--- src/rtl/iod_ctrl_pkg.sv ---
// Shared opcodes, FSM state encoding and delay-line control payload for the
// IOD delay-line controller.
package iod_ctrl_pkg;

  localparam int unsigned CMD_OP_W     = 2;
  localparam int unsigned STATE_W      = 3;
  localparam int unsigned SETTLE_CNT_W = 4;
  localparam int unsigned MOVE_CNT_W   = 16;
  localparam int unsigned ERR_CNT_W    = 8;

  typedef enum logic [CMD_OP_W-1:0] {
    OP_LOAD = 2'b00,
    OP_INC  = 2'b01,
    OP_DEC  = 2'b10,
    OP_NOP  = 2'b11
  } cmd_op_e;

  typedef enum logic [STATE_W-1:0] {
    ST_IDLE   = 3'd0,
    ST_SETUP  = 3'd1,
    ST_LOAD   = 3'd2,
    ST_MOVE   = 3'd3,
    ST_SETTLE = 3'd4,
    ST_DONE   = 3'd5
  } dly_state_e;

  // Registered controls presented to the IOD delay line
  typedef struct packed {
    logic move;
    logic direction;
    logic load;
  } dl_ctrl_t;

  function automatic logic op_is_step(input cmd_op_e op);
    return (op == OP_INC) || (op == OP_DEC);
  endfunction

endpackage

--- src/rtl/iod_dly_settle_tmr.sv ---
// Settle timer: loaded on the cycle before a settle window, counts down
// while enabled and flags the last cycle of the window.
module iod_dly_settle_tmr
  import iod_ctrl_pkg::*;
#(
  parameter int unsigned SETTLE = 4
) (
  input  logic i_clk,
  input  logic i_rst_n,
  input  logic i_load,
  input  logic i_count,
  output logic o_expire_c
);

  logic [SETTLE_CNT_W-1:0] r_cnt;

  always_ff @(posedge i_clk or negedge i_rst_n) begin
    if (!i_rst_n) begin
      r_cnt <= '0;
    end else if (i_load) begin
      r_cnt <= SETTLE_CNT_W'(SETTLE - 1);
    end else if (i_count && (r_cnt != '0)) begin
      r_cnt <= r_cnt - SETTLE_CNT_W'(1);
    end
  end

  assign o_expire_c = i_count && (r_cnt == '0);

endmodule

--- src/rtl/iod_dly_ctrl.sv ---
// IOD delay-line tap controller: LOAD/INC/DEC/NOP commands become paced
// MOVE/LOAD pulses with tracked tap position. Optional counters: IOD_DLY_CTRL_STATS_EN.
module iod_dly_ctrl
  import iod_ctrl_pkg::*;
#(
  parameter int unsigned TAP_W    = 8,
  parameter int unsigned MAX_TAP  = 255,
  parameter int unsigned INIT_TAP = 1,
  parameter int unsigned SETTLE   = 4
) (
  input  logic                  FAB_CLK,
  input  logic                  ARST_N,
  input  logic                  CMD_VALID,
  output logic                  CMD_READY,
  input  logic [CMD_OP_W-1:0]   CMD_OP,
  input  logic [TAP_W-1:0]      CMD_STEPS,
  output logic                  DONE,
  output logic                  ERR,
  output logic [TAP_W-1:0]      TAP_POS,
  output logic                  DELAY_LINE_MOVE,
  output logic                  DELAY_LINE_DIRECTION,
  output logic                  DELAY_LINE_LOAD,
  input  logic                  DELAY_LINE_OUT_OF_RANGE
`ifdef IOD_DLY_CTRL_STATS_EN
  ,
  output logic [MOVE_CNT_W-1:0] MOVE_CNT,
  output logic [ERR_CNT_W-1:0]  ERR_CNT
`endif
);

  dly_state_e       r_state;
  dly_state_e       w_nxt_state;
  dl_ctrl_t         r_dl;
  logic             r_ready;
  logic             r_done;
  logic             r_err;
  logic             r_is_load;
  logic             r_oor;
  logic [TAP_W-1:0] r_tap;
  logic [TAP_W-1:0] r_steps;

  logic             w_nxt_dir;
  logic             w_nxt_err;
  logic             w_nxt_is_load;
  logic [TAP_W-1:0] w_nxt_tap;
  logic [TAP_W-1:0] w_nxt_steps;
  logic [TAP_W-1:0] w_step_tap;
  logic             w_accept;
  logic             w_at_limit;
  logic             w_tmr_load;
  logic             w_tmr_count;
  logic             w_tmr_expire;
  cmd_op_e          w_op;

  assign w_op       = cmd_op_e'(CMD_OP);
  assign w_accept   = CMD_VALID && r_ready;
  assign w_at_limit = r_dl.direction ? (r_tap == TAP_W'(MAX_TAP)) : (r_tap == '0);
  assign w_step_tap = r_dl.direction ? (r_tap + TAP_W'(1)) : (r_tap - TAP_W'(1));

  iod_dly_settle_tmr #(
    .SETTLE (SETTLE)
  ) u_settle_tmr (
    .i_clk      (FAB_CLK),
    .i_rst_n    (ARST_N),
    .i_load     (w_tmr_load),
    .i_count    (w_tmr_count),
    .o_expire_c (w_tmr_expire)
  );

  // Next-state and next-output decode
  always_comb begin
    w_nxt_state   = r_state;
    w_nxt_tap     = r_tap;
    w_nxt_steps   = r_steps;
    w_nxt_dir     = r_dl.direction;
    w_nxt_err     = 1'b0;
    w_nxt_is_load = r_is_load;
    w_tmr_load    = 1'b0;
    w_tmr_count   = 1'b0;

    unique case (r_state)
      ST_IDLE: begin
        if (w_accept) begin
          w_nxt_steps   = CMD_STEPS;
          w_nxt_is_load = 1'b0;
          if (w_op == OP_LOAD) begin
            w_nxt_state   = ST_LOAD;
            w_nxt_tap     = TAP_W'(INIT_TAP);
            w_nxt_is_load = 1'b1;
          end else if (op_is_step(w_op) && (CMD_STEPS != '0)) begin
            w_nxt_state = ST_SETUP;
            w_nxt_dir   = (w_op == OP_INC);
          end else begin
            w_nxt_state = ST_DONE;
          end
        end
      end

      ST_SETUP: begin
        if (w_at_limit) begin
          w_nxt_state = ST_DONE;
          w_nxt_err   = 1'b1;
        end else begin
          w_nxt_state = ST_MOVE;
          w_nxt_tap   = w_step_tap;
          w_nxt_steps = r_steps - TAP_W'(1);
        end
      end

      ST_LOAD, ST_MOVE: begin
        w_nxt_state = ST_SETTLE;
        w_tmr_load  = 1'b1;
      end

      ST_SETTLE: begin
        w_tmr_count = 1'b1;
        // Range flag seen anywhere in the window aborts the remaining steps
        if (w_tmr_expire) begin
          if (r_is_load) begin
            w_nxt_state = ST_DONE;
          end else if (r_oor || DELAY_LINE_OUT_OF_RANGE) begin
            w_nxt_state = ST_DONE;
            w_nxt_err   = 1'b1;
          end else if (r_steps == '0) begin
            w_nxt_state = ST_DONE;
          end else if (w_at_limit) begin
            w_nxt_state = ST_DONE;
            w_nxt_err   = 1'b1;
          end else begin
            w_nxt_state = ST_MOVE;
            w_nxt_tap   = w_step_tap;
            w_nxt_steps = r_steps - TAP_W'(1);
          end
        end
      end

      ST_DONE: begin
        w_nxt_state = ST_IDLE;
      end

      default: begin
        w_nxt_state = ST_IDLE;
      end
    endcase
  end

  // State and registered outputs
  always_ff @(posedge FAB_CLK or negedge ARST_N) begin
    if (!ARST_N) begin
      r_state   <= ST_IDLE;
      r_dl      <= '0;
      r_ready   <= 1'b0;
      r_done    <= 1'b0;
      r_err     <= 1'b0;
      r_is_load <= 1'b0;
      r_tap     <= TAP_W'(INIT_TAP);
      r_steps   <= '0;
    end else begin
      r_state      <= w_nxt_state;
      r_dl.move    <= (w_nxt_state == ST_MOVE);
      r_dl.load    <= (w_nxt_state == ST_LOAD);
      r_dl.direction <= w_nxt_dir;
      r_ready      <= (w_nxt_state == ST_IDLE);
      r_done       <= (w_nxt_state == ST_DONE);
      r_err        <= w_nxt_err;
      r_is_load    <= w_nxt_is_load;
      r_tap        <= w_nxt_tap;
      r_steps      <= w_nxt_steps;
    end
  end

  // Sticky out-of-range flag, rearmed at the start of each settle window
  always_ff @(posedge FAB_CLK or negedge ARST_N) begin
    if (!ARST_N) begin
      r_oor <= 1'b0;
    end else if (w_tmr_load) begin
      r_oor <= 1'b0;
    end else if ((r_state == ST_SETTLE) && DELAY_LINE_OUT_OF_RANGE) begin
      r_oor <= 1'b1;
    end
  end

  assign CMD_READY            = r_ready;
  assign DONE                 = r_done;
  assign ERR                  = r_err;
  assign TAP_POS              = r_tap;
  assign DELAY_LINE_MOVE      = r_dl.move;
  assign DELAY_LINE_DIRECTION = r_dl.direction;
  assign DELAY_LINE_LOAD      = r_dl.load;

`ifdef IOD_DLY_CTRL_STATS_EN
  logic [MOVE_CNT_W-1:0] r_move_cnt;
  logic [ERR_CNT_W-1:0]  r_err_cnt;

  // Saturating pulse counters, cleared together with the tap on LOAD
  always_ff @(posedge FAB_CLK or negedge ARST_N) begin
    if (!ARST_N) begin
      r_move_cnt <= '0;
      r_err_cnt  <= '0;
    end else if (w_nxt_state == ST_LOAD) begin
      r_move_cnt <= '0;
      r_err_cnt  <= '0;
    end else begin
      if ((w_nxt_state == ST_MOVE) && (r_move_cnt != '1)) begin
        r_move_cnt <= r_move_cnt + MOVE_CNT_W'(1);
      end
      if (w_nxt_err && (r_err_cnt != '1)) begin
        r_err_cnt <= r_err_cnt + ERR_CNT_W'(1);
      end
    end
  end

  assign MOVE_CNT = r_move_cnt;
  assign ERR_CNT  = r_err_cnt;
`endif

endmodule
--- config.mk ---
export PLATFORM = sky130hd
export DESIGN_NAME = iod_dly_ctrl
export DESIGN_NICKNAME = d
export VERILOG_FILES = /design/src/rtl/iod_ctrl_pkg.sv /design/src/rtl/iod_dly_settle_tmr.sv /design/src/rtl/iod_dly_ctrl.sv
export SDC_FILE = /design/constraint.sdc
export NUM_CORES = 1
export LEC_CHECK = 0
export CAP_MARGIN = 20
export CORE_UTILIZATION = 45
export CTS_CLUSTER_DIAMETER = 100
export DETAILED_ROUTE_END_ITERATION = 10
export GPL_TIMING_DRIVEN = 0
export PLACE_DENSITY = 0.7
export SETUP_SLACK_MARGIN = 0.2
export SLEW_MARGIN = 25
export SYNTH_ARGS = -nofsm -noshare
export SYNTH_HDL_FRONTEND = slang
export SYNTH_SLANG_ARGS = --single-unit
--- constraint.sdc ---
create_clock -name FAB_CLK -period 2.1 [get_ports FAB_CLK]
set_clock_uncertainty 0.05 [all_clocks]
set_input_delay 0.21 -clock FAB_CLK [delete_from_list [all_inputs] [get_ports FAB_CLK]]
set_output_delay 0.21 -clock FAB_CLK [all_outputs]
set_load 0.01 [all_outputs]
# After elaboration in Yosys (flattened, before gate mapping)
# Index checks and enable logic that the tools add are counted.
[op_classes] n_addsub=4 eq_ne=16 muxes=39 n_bitwise=1 reduce_logical=23
[op_table] op="8-bit 2-to-1 mux" n=14
[op_table] op="8-bit one-hot mux with 3 select lines" n=2
[op_table] op="3-bit 2-to-1 mux" n=8
[op_table] op="8-bit logical NOT" n=2
[op_table] op="8-bit by 1-bit subtractor with 8-bit output, second input constant" n=2
[op_table] op="3-bit by 2-bit == test with 1-bit output, second input constant" n=4
[op_table] op="3-bit one-hot mux with 4 select lines" n=1
[op_table] op="1-bit 2-to-1 mux" n=11
[op_table] op="2-bit != test, second input constant" n=5
[op_table] op="8-bit by 1-bit adder with 8-bit output, second input constant" n=1
[op_table] op="8-bit == test, second input constant" n=1
[op_table] op="4-bit 2-to-1 mux" n=2
[op_table] op="8-bit nonzero test" n=1
[op_table] op="7-bit AND reduction" n=1
[op_table] op="3-bit == test, second input constant" n=2
[op_table] op="3-bit logical NOT" n=2
[op_table] op="6-bit AND reduction" n=1
[op_table] op="1-bit logical AND" n=5
[op_table] op="4-bit logical NOT" n=1
[op_table] op="4-bit AND reduction" n=1
[op_table] op="2-bit nonzero test" n=2
[op_table] op="4-bit nonzero test" n=1
[op_table] op="4-bit by 1-bit subtractor with 4-bit output, second input constant" n=1
[op_table] op="3-bit by 1-bit == test with 1-bit output, second input constant" n=1
[op_table] op="other kinds (10)" n=11
[totals] ff_bits=31 inputBits=14 output_inout_bits=14 elab_cells=95

# Logic depth before layout (Yosys ltp)
# Gate-level depths: netlist of run 1.
[logic_depth] ltp_word=9 mapped_depth=9 mapped_depth_nobuf=8

# By module
# A second synthesis of run 1 with hierarchy kept.
[unflattened] cells_unflattened=217 area_unflattened_um2=2001.9
[modules_own_cells] module="iod_dly_ctrl" n_inst=1 cells_per_inst=192 area_each_um2=1756.7 seq_area_each_um2=676.9
[modules_own_cells] module="iod_dly_settle_tmr" n_inst=1 cells_per_inst=25 area_each_um2=245.2 seq_area_each_um2=100.1

# Least setup slack after synthesis of run 1
# OpenSTA, ideal clock, no wires.
[synth_path] path_kind="flip-flop to flip-flop" startpoint="register r_steps[0]" endpoint="register r_tap[1], in the netlist TAP_POS[1]" setup_ps=125 arrival_ps=2105 required_time_ps=1925 path_slack_ps=-180 stages_incl_launch_ff=8 n_path_buf=0 period_less_slack_ps=2280 path_cell_list="dfrtp_1 inv_1 ha_1 or4b_4 o41a_4 a21oi_4 o21ai_4 mux2_4"
[synth_via] elab_chain_len=3
[synth_rtl] element="from (decl)" line_no="iod_dly_ctrl.sv:40" text="logic [TAP_W-1:0] r_steps;"
[synth_rtl] element="from (signal assigned)" line_no="iod_dly_ctrl.sv:168" text="r_steps <= w_nxt_steps;"
[synth_rtl] element="8-bit logical NOT" line_no="iod_dly_ctrl.sv:124" text="end else if (r_steps == '0) begin"
[synth_rtl] element="2-bit != test (no source line)"
[synth_rtl] element="7-bit AND reduction (no source line)"
[synth_rtl] element="to (signal assigned)" line_no="iod_dly_ctrl.sv:156" text="r_tap <= TAP_W'(INIT_TAP);"
[synth_rtl] element="to (signal assigned)" line_no="iod_dly_ctrl.sv:167" text="r_tap <= w_nxt_tap;"
[synth_rtl] element="to (decl)" line_no="iod_dly_ctrl.sv:39" text="logic [TAP_W-1:0] r_tap;"
# No other way between the ends.
# A chain may end at the register's enable or synchronous reset.

# Final worst setup path of run 1
[layout_path] startpoint="register r_steps[0]" endpoint="register r_steps[6]"
[layout_via] elab_chain_len=7 word_cells_on_any_way=10 cone_classes="add/sub (1); eq/ne (1); mux (6); reduce/logical (2)"
[layout_rtl] element="8-bit by 1-bit subtractor with 8-bit output" line_no="iod_dly_ctrl.sv:106, iod_dly_ctrl.sv:132"
[layout_rtl] element="8-bit 2-to-1 mux" line_no="iod_dly_ctrl.sv:100, iod_dly_ctrl.sv:126"
[layout_rtl] element="8-bit 2-to-1 mux" line_no="iod_dly_ctrl.sv:124"
[layout_rtl] element="8-bit 2-to-1 mux" line_no="iod_dly_ctrl.sv:121" text="end else if (r_oor || DELAY_LINE_OUT_OF_RANGE) begin"
[layout_rtl] element="8-bit 2-to-1 mux" line_no="iod_dly_ctrl.sv:119" text="if (r_is_load) begin"
[layout_rtl] element="8-bit 2-to-1 mux" line_no="iod_dly_ctrl.sv:118" text="if (w_tmr_expire) begin"
[layout_rtl] element="8-bit one-hot mux with 3 select lines" line_no="iod_dly_ctrl.sv:81" text="unique case (r_state)"
# Parallel ways exist; a longest one is shown, timed or not. The select of a mux whose other input is x is not followed.

==> results of run 1 <==
-- cell families after synthesis --
family	share of synthesized area, %
simple gates	19.98
compound gates	23.43
flops	37.59
buf+inv	4.055
fa+ha+maj	7.627
mux	5.206
xor+xnor	2.119
-- metal layers --
metal / vias to the layer above / global-route usage, % / wire length (um)
met4: 0 / 6.000 / 63
met1: 875 / 26.74 / 2233
li1: 915 / - / -
met3: 6 / 4.651 / 219
met2: 42 / 36.86 / 2444
met5: - / 0 / 0
-- timing repair --
action / 4_1_cts / 5_1_grt
pin swaps: 5 / 14
cloned: 1 / 0
endpoints found under the hold margin: 11 / 0
gates resized for setup: 9 / 31
hold buffers: 1 / 0
setup endpoints to repair: 22 / 24
setup buffers: 6 / 8
-- registers in the layout, summed over array words and instances (netlist names), 3 cells and up --
signal              cells
TAP_POS                 8
r_steps                 8
u_settle_tmr.r_cnt      4
r_state                 3
-- area by class of cell --
class,count,share of cell area [%]
multi-input cells,170,47.20
flip-flops and latches,31,27.88
repair buffers,43,15.15
clock buffers,6,2.958
well taps,52,2.331
inverters,17,2.286
clock inverters,2,1.255
plain buffers,5,0.9413
-- Yosys cell counts (all sizes together), types with 2 or more instances --
library cell,number
a211oi,3
a21o,2
a21oi,8
a31oi,4
clkbuf,4
dfrtp,30
ha,11
inv,17
mux2,7
nand2,20
nand3,8
nand4,2
nor2,27
nor2b,2
nor3,9
nor3b,2
nor4,4
o2111ai,2
o211ai,7
o21a,5
o21ai,6
o22a,4
o22ai,4
o2bb2ai,2
or3,2
or3b,3
xnor2,4
-- power breakdown --
part / total [mW] / internal [mW] / switching (mW) / leakage, nW
logic: 2.87 / 1.40 / 1.47 / 0.762
clock network: 0.606 / 0.383 / 0.222 / 0.0612
registers: 1.18 / 0.874 / 0.305 / 0.383
total: 4.66 / 2.66 / 1.99 / 1.21
-- worst min-delay path by stage --
stage               cells after the start  slack (ns)    endpoint
global placement                        1        0.45         ERR
finish                                  2        0.27  r_steps[5]
detailed placement                      1        0.04  r_steps[5]
CTS                                     2        0.28  r_steps[5]
floorplan                               0       -0.14   CMD_READY
global route                            2        0.28       r_oor
-- through the flow --
step / worst slack, ns / cell area [um^2] / total power, mW / TNS (ns)
finish: -0.2431 / 2791 / 4.655 / -3.573
detailed placement: -0.3305 / 2427 / 3.577 / -4.629
global route: -0.3145 / 2791 / 5.036 / -4.540
CTS: -0.2747 / 2645 / 4.351 / -3.840
global placement: -0.3506 / 2405 / 3.531 / -4.578
floorplan: -0.1651 / 2069 / 2.923 / -1.924
==> summary.md, run 1 <==
| Metric | Value |
|---|---|
| Yosys cell types | between 50 and 60 |
| CTS Sinks | 31 |
| TritonCTS clock tree | built |
| Worst setup path endpoint | r_steps[6] |
| Period utilisation layout | 111.6% |
| Area Growth Syn to Fin | 35.05% |
| Crit path max fanout | 6 |
| R2R Path Start | r_steps[0] |
| Routed wire per std cell | 15.22 um |
| PortBufs | 27 |
| WP data arrival | approximately 2.5 ns |
| I/O pins | 28 |
| Hpwl dp | ~3.5 mm |
| Die Span Y | approximately 70 um |
| Crit Path Category | reg2reg |
| Max-Cap Viols | 0 |
| Worst path depth | 8 |
| Async SR Flop Fraction | 100.0% |
| Rows | 24 |
| Pwr dens | about 1700 nW/um^2 |
| Layout cell share with drive strength beyond 1 | 24.45% |
| Setup crit end kind | register |
| Fin crit period | ~2.3 ns |
| Final setup violation count | 19 |
| Syn Nets | approximately 250 |
| FF+latch count, synth | 31 |
| Cell taking the most area after synthesis | dfrtp_1 |
| Cells after Synth | 222 |
| Reg2reg path depth | 8 |
| Peak supply drop | ~0.8 mV |
| Post-synth top area share | a little over a third |
| First-pass GRT wire length | roughly 8.3 mm |
| Area of the core | about 4400 um^2 |
| ANT nets after route | 0 |
| FMAX | ~0.43 GHz |
| Fin worst setup slack | -0.2431 ns |
| Crit path largest cell delay | between 0.4 and 0.5 ns |
| Leakage power | ~1.2 nW |
| FF+latch area | 778.2 um^2 |
| Top post-synthesis cells by area | dfrtp_1, ha_1, nor2_1 |
| Setup repair after global routing missed its margin | yes |
| Most common cell after layout, fill and taps aside | dfrtp_1 |
| CTS buffer count | 5 |
| Worst-Margin Slew | between 0.5 and 0.6 ns |
| Post-synth EDFFs | 0 |
| Number of global-route vias before repair | about 1.8k |
| Sequential cell area fraction in the yosys report | a little under two fifths |
| Area occupied by multi-input gates | 1318 um^2 |
| Slew Limit Fails | 0 |
| Placed cell count | 302 |
| CP delay by family, top | compound AO/OA/AOI/OAI gates |
| Antenna fix cells | 0 |
| CP Launch Point | r_steps[0] |
| Worst path bufs/invs | 2 |
| Reg clk slew, reported paths | 0.07 ns |
| Wirelength, routed | ~5.0 mm |
| Endpoints failing hold | 0 |
| Min Hold Slack | roughly 0.27 ns |
| Starting Density | between 40% and 50% |
| Drt first pass iters | 4 |
| Root Buffer | clkbuf_8 |
| Post-Layout Cell Count | 326 |
| Fin nets | 299 |
| Yosys Warn Count | 0 |
| Clock buffer depth | 2 |
| Most frequent cells in the layout | dfrtp_1, clkdlybuf4s50_1, nor2_1, nand2_1, inv_1 |
| R2r setup slk | -0.24 ns |
| Largest net degree at the start of global routing | 24 |
| Worst path cell trace | inv_2 > ha_4 > or4b_4 > o41a_4 > o211a_4 > o21ai_4 > buf_4 > o22a_1 |
| Status | finished with violations |
| Required @ worst endpoint | between 2 and 2.5 ns |
| Initial antenna violation count | 0 |
| Worst path slowest cell | or4b_4 |
| Worst Setup Start Kind | register |
| Die Area | 4869 um^2 |
| Syn_area_per_cell | approximately 9.3 um^2 |
| Residual DRC | 0 |
| Number of DRC markers in iteration 0 | approximately 110 |
| All-Layer GR Usage | around a fifth |
| Synth Cell Area | approximately 2100 um^2 |
| Clock Latency Late Sink | ~0.28 ns |
| Die X | 69.78 um |
| Failing checks | negative setup slack |
| End of the worst register-to-register path | r_steps[6] |
| # H-tree levels | 2 |
| Layout fillers | around 380 |
| Worst slew margin | 63.38% |
| Hold Crit Class | in2async |
| GPL Wtd Cong | a little over 0.8 |
| Post-synth top flop | dfrtp_1 |
| Total grt overflow | 0 |
| Via/cell ratio | 5.638 |
| DR vias | 1,838 |
| Final core utilization | 63.67% |
No activity file was read; power rests on OpenSTA's default activity.
==> inputs of run 2 (changes only) <==
--- a/config.mk
+++ b/config.mk
@@ -7,7 +7,6 @@
 export LEC_CHECK = 0
 export CAP_MARGIN = 20
 export CORE_UTILIZATION = 45
-export CTS_CLUSTER_DIAMETER = 100
 export DETAILED_ROUTE_END_ITERATION = 10
 export GPL_TIMING_DRIVEN = 0
 export PLACE_DENSITY = 0.7
==> results of run 2 <==
Final layout, timing and power as in run 1 (identical DEF).
==> inputs of run 3 (changes only) <==
--- a/config.mk
+++ b/config.mk
@@ -6,6 +6,7 @@
 export NUM_CORES = 1
 export LEC_CHECK = 0
 export CAP_MARGIN = 20
+export CORE_ASPECT_RATIO = 0.6
 export CORE_UTILIZATION = 45
 export DETAILED_ROUTE_END_ITERATION = 10
 export GPL_TIMING_DRIVEN = 0
==> run 3 against run 2 <==
The run still ends with negative setup slack left. Power shrank 1.2%. Non-clock buffer count fell by 1. Cell area decreased by 0.31%. Critical endpoint is now r_steps[2]. Largest cell class unchanged. Largest power group unchanged.
==> summary.md, run 3 (synthesized netlist as in run 1, its figures left out) <==
| Metric | Value |
|---|---|
| Number of global-route vias before repair | 1,592 (-13%) |
| Die Area | 4877 um^2 (+0.17%) |
| Root Buffer | clkbuf_8 |
| Worst path depth | 8 (unchanged) |
| Placement-stage worst setup slack | -0.3487 ns (-0.01819 ns) |
| Total grt overflow | 0 (unchanged) |
| Area occupied by multi-input gates | 1330 um^2 (+0.95%) |
| Slew Limit Fails | 0 (unchanged) |
| Residual DRC | 0 (unchanged) |
| Clock Latency Late Sink | 0.29 ns (about the same) |
| Pwr dens | 1653 nW/um^2 (-0.91%) |
| Sw Pwr | 2.030 mW (+1.8%) |
| Required @ worst endpoint | 2.28 ns (about the same) |
| GPL Wtd Cong | 0.8273 (+0.21%) |
| TritonCTS clock tree | built |
| Fin worst setup slack | -0.2116 ns (+0.03147 ns) |
| All-Layer GR Usage | 23.55% (+2.2 points) |
| Worst-Margin Slew | 0.5456 ns (-0.002452 ns) |
| Reg clk slew, reported paths | 0.07 ns (about the same) |
| Die Span Y | 54.50 um (-22%) |
| Logic gate share of total power | 62.9% (+1.2 points) |
| Worst path bufs/invs | 2 (unchanged) |
| Min Hold Slack | 0.1974 ns (-0.07013 ns) |
| Worst path slowest cell | or4b_4 |
| Initial antenna violation count | 0 (unchanged) |
| Wirelength, routed | 5.125 mm (+3.3%) |
| Int Power | 2.568 mW (-3.5%) |
| CTS buffer count | 5 (unchanged) |
| Crit path max fanout | 6 (unchanged) |
| Drt first pass iters | 4 (unchanged) |
| Worst slew margin | 63.35% (about the same) |
| Period utilisation layout | 110.1% (-1.5 points) |
| Die X | 89.50 um (+28%) |
| I/O pins | 28 (unchanged) |
| Via/cell ratio | 5.604 (-0.61%) |
| Layout fillers | 359 (-6.3%) |
| DR vias | 1,866 (+1.5%) |
| Routed wire per std cell | 15.39 um (+1.1%) |
| Max-Cap Viols | 0 (unchanged) |
| Worst Setup Start Kind | register |
| Status | finished with violations |
| Failing checks | negative setup slack |
| Crit path largest cell delay | 0.46 ns (about the same) |
| Sequential power share | 25.9% (+0.6 points) |
| Leakage power | 1.199 nW (-0.63%) |
| Clock share of power | 11.3% (-1.7 points) |
| Area Growth Syn to Fin | 34.62% |
| Reg2reg path depth | 8 (unchanged) |
| ANT nets after route | 0 (unchanged) |
| Setup repair after global routing missed its margin | yes |
| Hpwl dp | 3.588 mm (+4.0%) |
| PortBufs | 27 (unchanged) |
| First-pass GRT wire length | 8.059 mm (-3.3%) |
| Final setup violation count | 18 (-1) |
| CP delay by family, top | compound AO/OA/AOI/OAI gates |
| Layout cell share with drive strength beyond 1 | 23.81% (-0.64 points) |
| Antenna fix cells | 0 (unchanged) |
| CTS Sinks | 31 (unchanged) |
| FMAX | 0.4326 GHz (+1.4%) |
| Rows | 18 (-25%) |
| Post-DP Area | 2430 um^2 (+0.10%) |
| Starting Density | 48.56% (+1.4 points) |
| Largest net degree at the start of global routing | 30 (+25%) |
| Fin nets | 298 (-0.33%) |
| # H-tree levels | 2 (unchanged) |
| Number of DRC markers in iteration 0 | 101 (-9.8%) |
| Most common cell after layout, fill and taps aside | dfrtp_1 |
| Sw frac | 44.15% (+1.3 points) |
| FF+latch area | 778.2 um^2 (unchanged) |
| Crit Path Category | reg2reg |
| Hold Crit Class | in2async |
| Design area | 2783 um^2 (-0.31%) |
| Worst path cell trace | inv_2 > ha_4 > or4b_4 > o41a_4 > o211a_4 > o21ai_4 > buf_12 > o22a_1 |
| Most frequent cells in the layout | dfrtp_1, clkdlybuf4s50_1, nor2_1, nand2_1, inv_1 |
| WP data arrival | 2.49 ns (-0.03 ns) |
| Area of the core | 4257 um^2 (-2.9%) |
| Setup crit end kind | register |
| Clock buffer depth | 2 (unchanged) |
| Peak supply drop | 0.6902 mV (-14%) |
| Fin crit period | 2.312 ns (-0.03147 ns) |
| Endpoints failing hold | 0 (unchanged) |
==> run 3: repair_timing <==
action | CTS | global route
pin swaps | 6 | 11
gates cloned | 1 | 0
hold buffers | 1 | 0
gates resized for setup | 16 | 19
hold endpoints to repair | 30 | 0
setup endpoints to repair | 22 | 24
setup buffers | 9 | 4
==> run 3: cell type report <==
cell class | instances | area share (%)
multi-input combinational | 170 | 47.80
buffer | 5 | 0.8094
tap | 60 | 2.698
timing repair buffer | 42 | 14.84
inverter | 17 | 2.293
clock buffer | 8 | 3.597
sequential | 31 | 27.97
==> run 3: routing by layer <==
metal | GRT usage [%] | share of wire (%) | vias to the layer above
li1 | - | - | 914
met1 | 38.13 | 52 | 872
met2 | 27.74 | 37 | 74
met4 | 8.995 | 1.4 | 0
met3 | 6.486 | 9.2 | 6
met5 | 0 | 0 | -
==> run 3: per-stage QoR <==
stage               TNS [ns]  power, mW  std cells  utilization [%]
floorplan             -1.924      2.923        222                -
global placement      -4.931      3.567        309            56.73
detailed placement    -4.920      3.586        310            57.08
CTS                   -3.739      4.393        329            63.14
global route          -4.419      4.969        333            65.37
finish                -3.300      4.598        333            65.37
==> run 3: path summary, 6_finish.rpt <==
kind | from | endpoint | slack, ns
min reg2reg | r_is_load | ERR | 0.47
min in group FAB_CLK | r_is_load | ERR | 0.47
max | r_steps[0] | r_steps[2] | -0.21
max in group asynchronous | ARST_N | TAP_POS[0] | 1.39
min | ARST_N | TAP_POS[2] | 0.20
max reg2reg | r_steps[0] | r_steps[2] | -0.21
==> run 3: power groups by stage <==
stage	registers, mW	clock network, mW	logic (mW)
after floorplan	1.13	0	1.79
after global placement	1.15	0	2.42
after detailed placement	1.16	0	2.43
after CTS	1.16	0.530	2.70
after global routing	1.23	0.555	3.18
final	1.19	0.518	2.89
==> run 3: worst reg2reg max path: cells and delay by family, from the launching register on <==
| family | cells | cell delay (ns) |
|---|---|---|
| AOI/OAI and AO/OA | 4 | 1.00 |
| and+or+nand+nor | 1 | 0.46 |
| DFF | 1 | 0.39 |
| buffers and inverters | 2 | 0.23 |
| adders and majority gates | 1 | 0.13 |
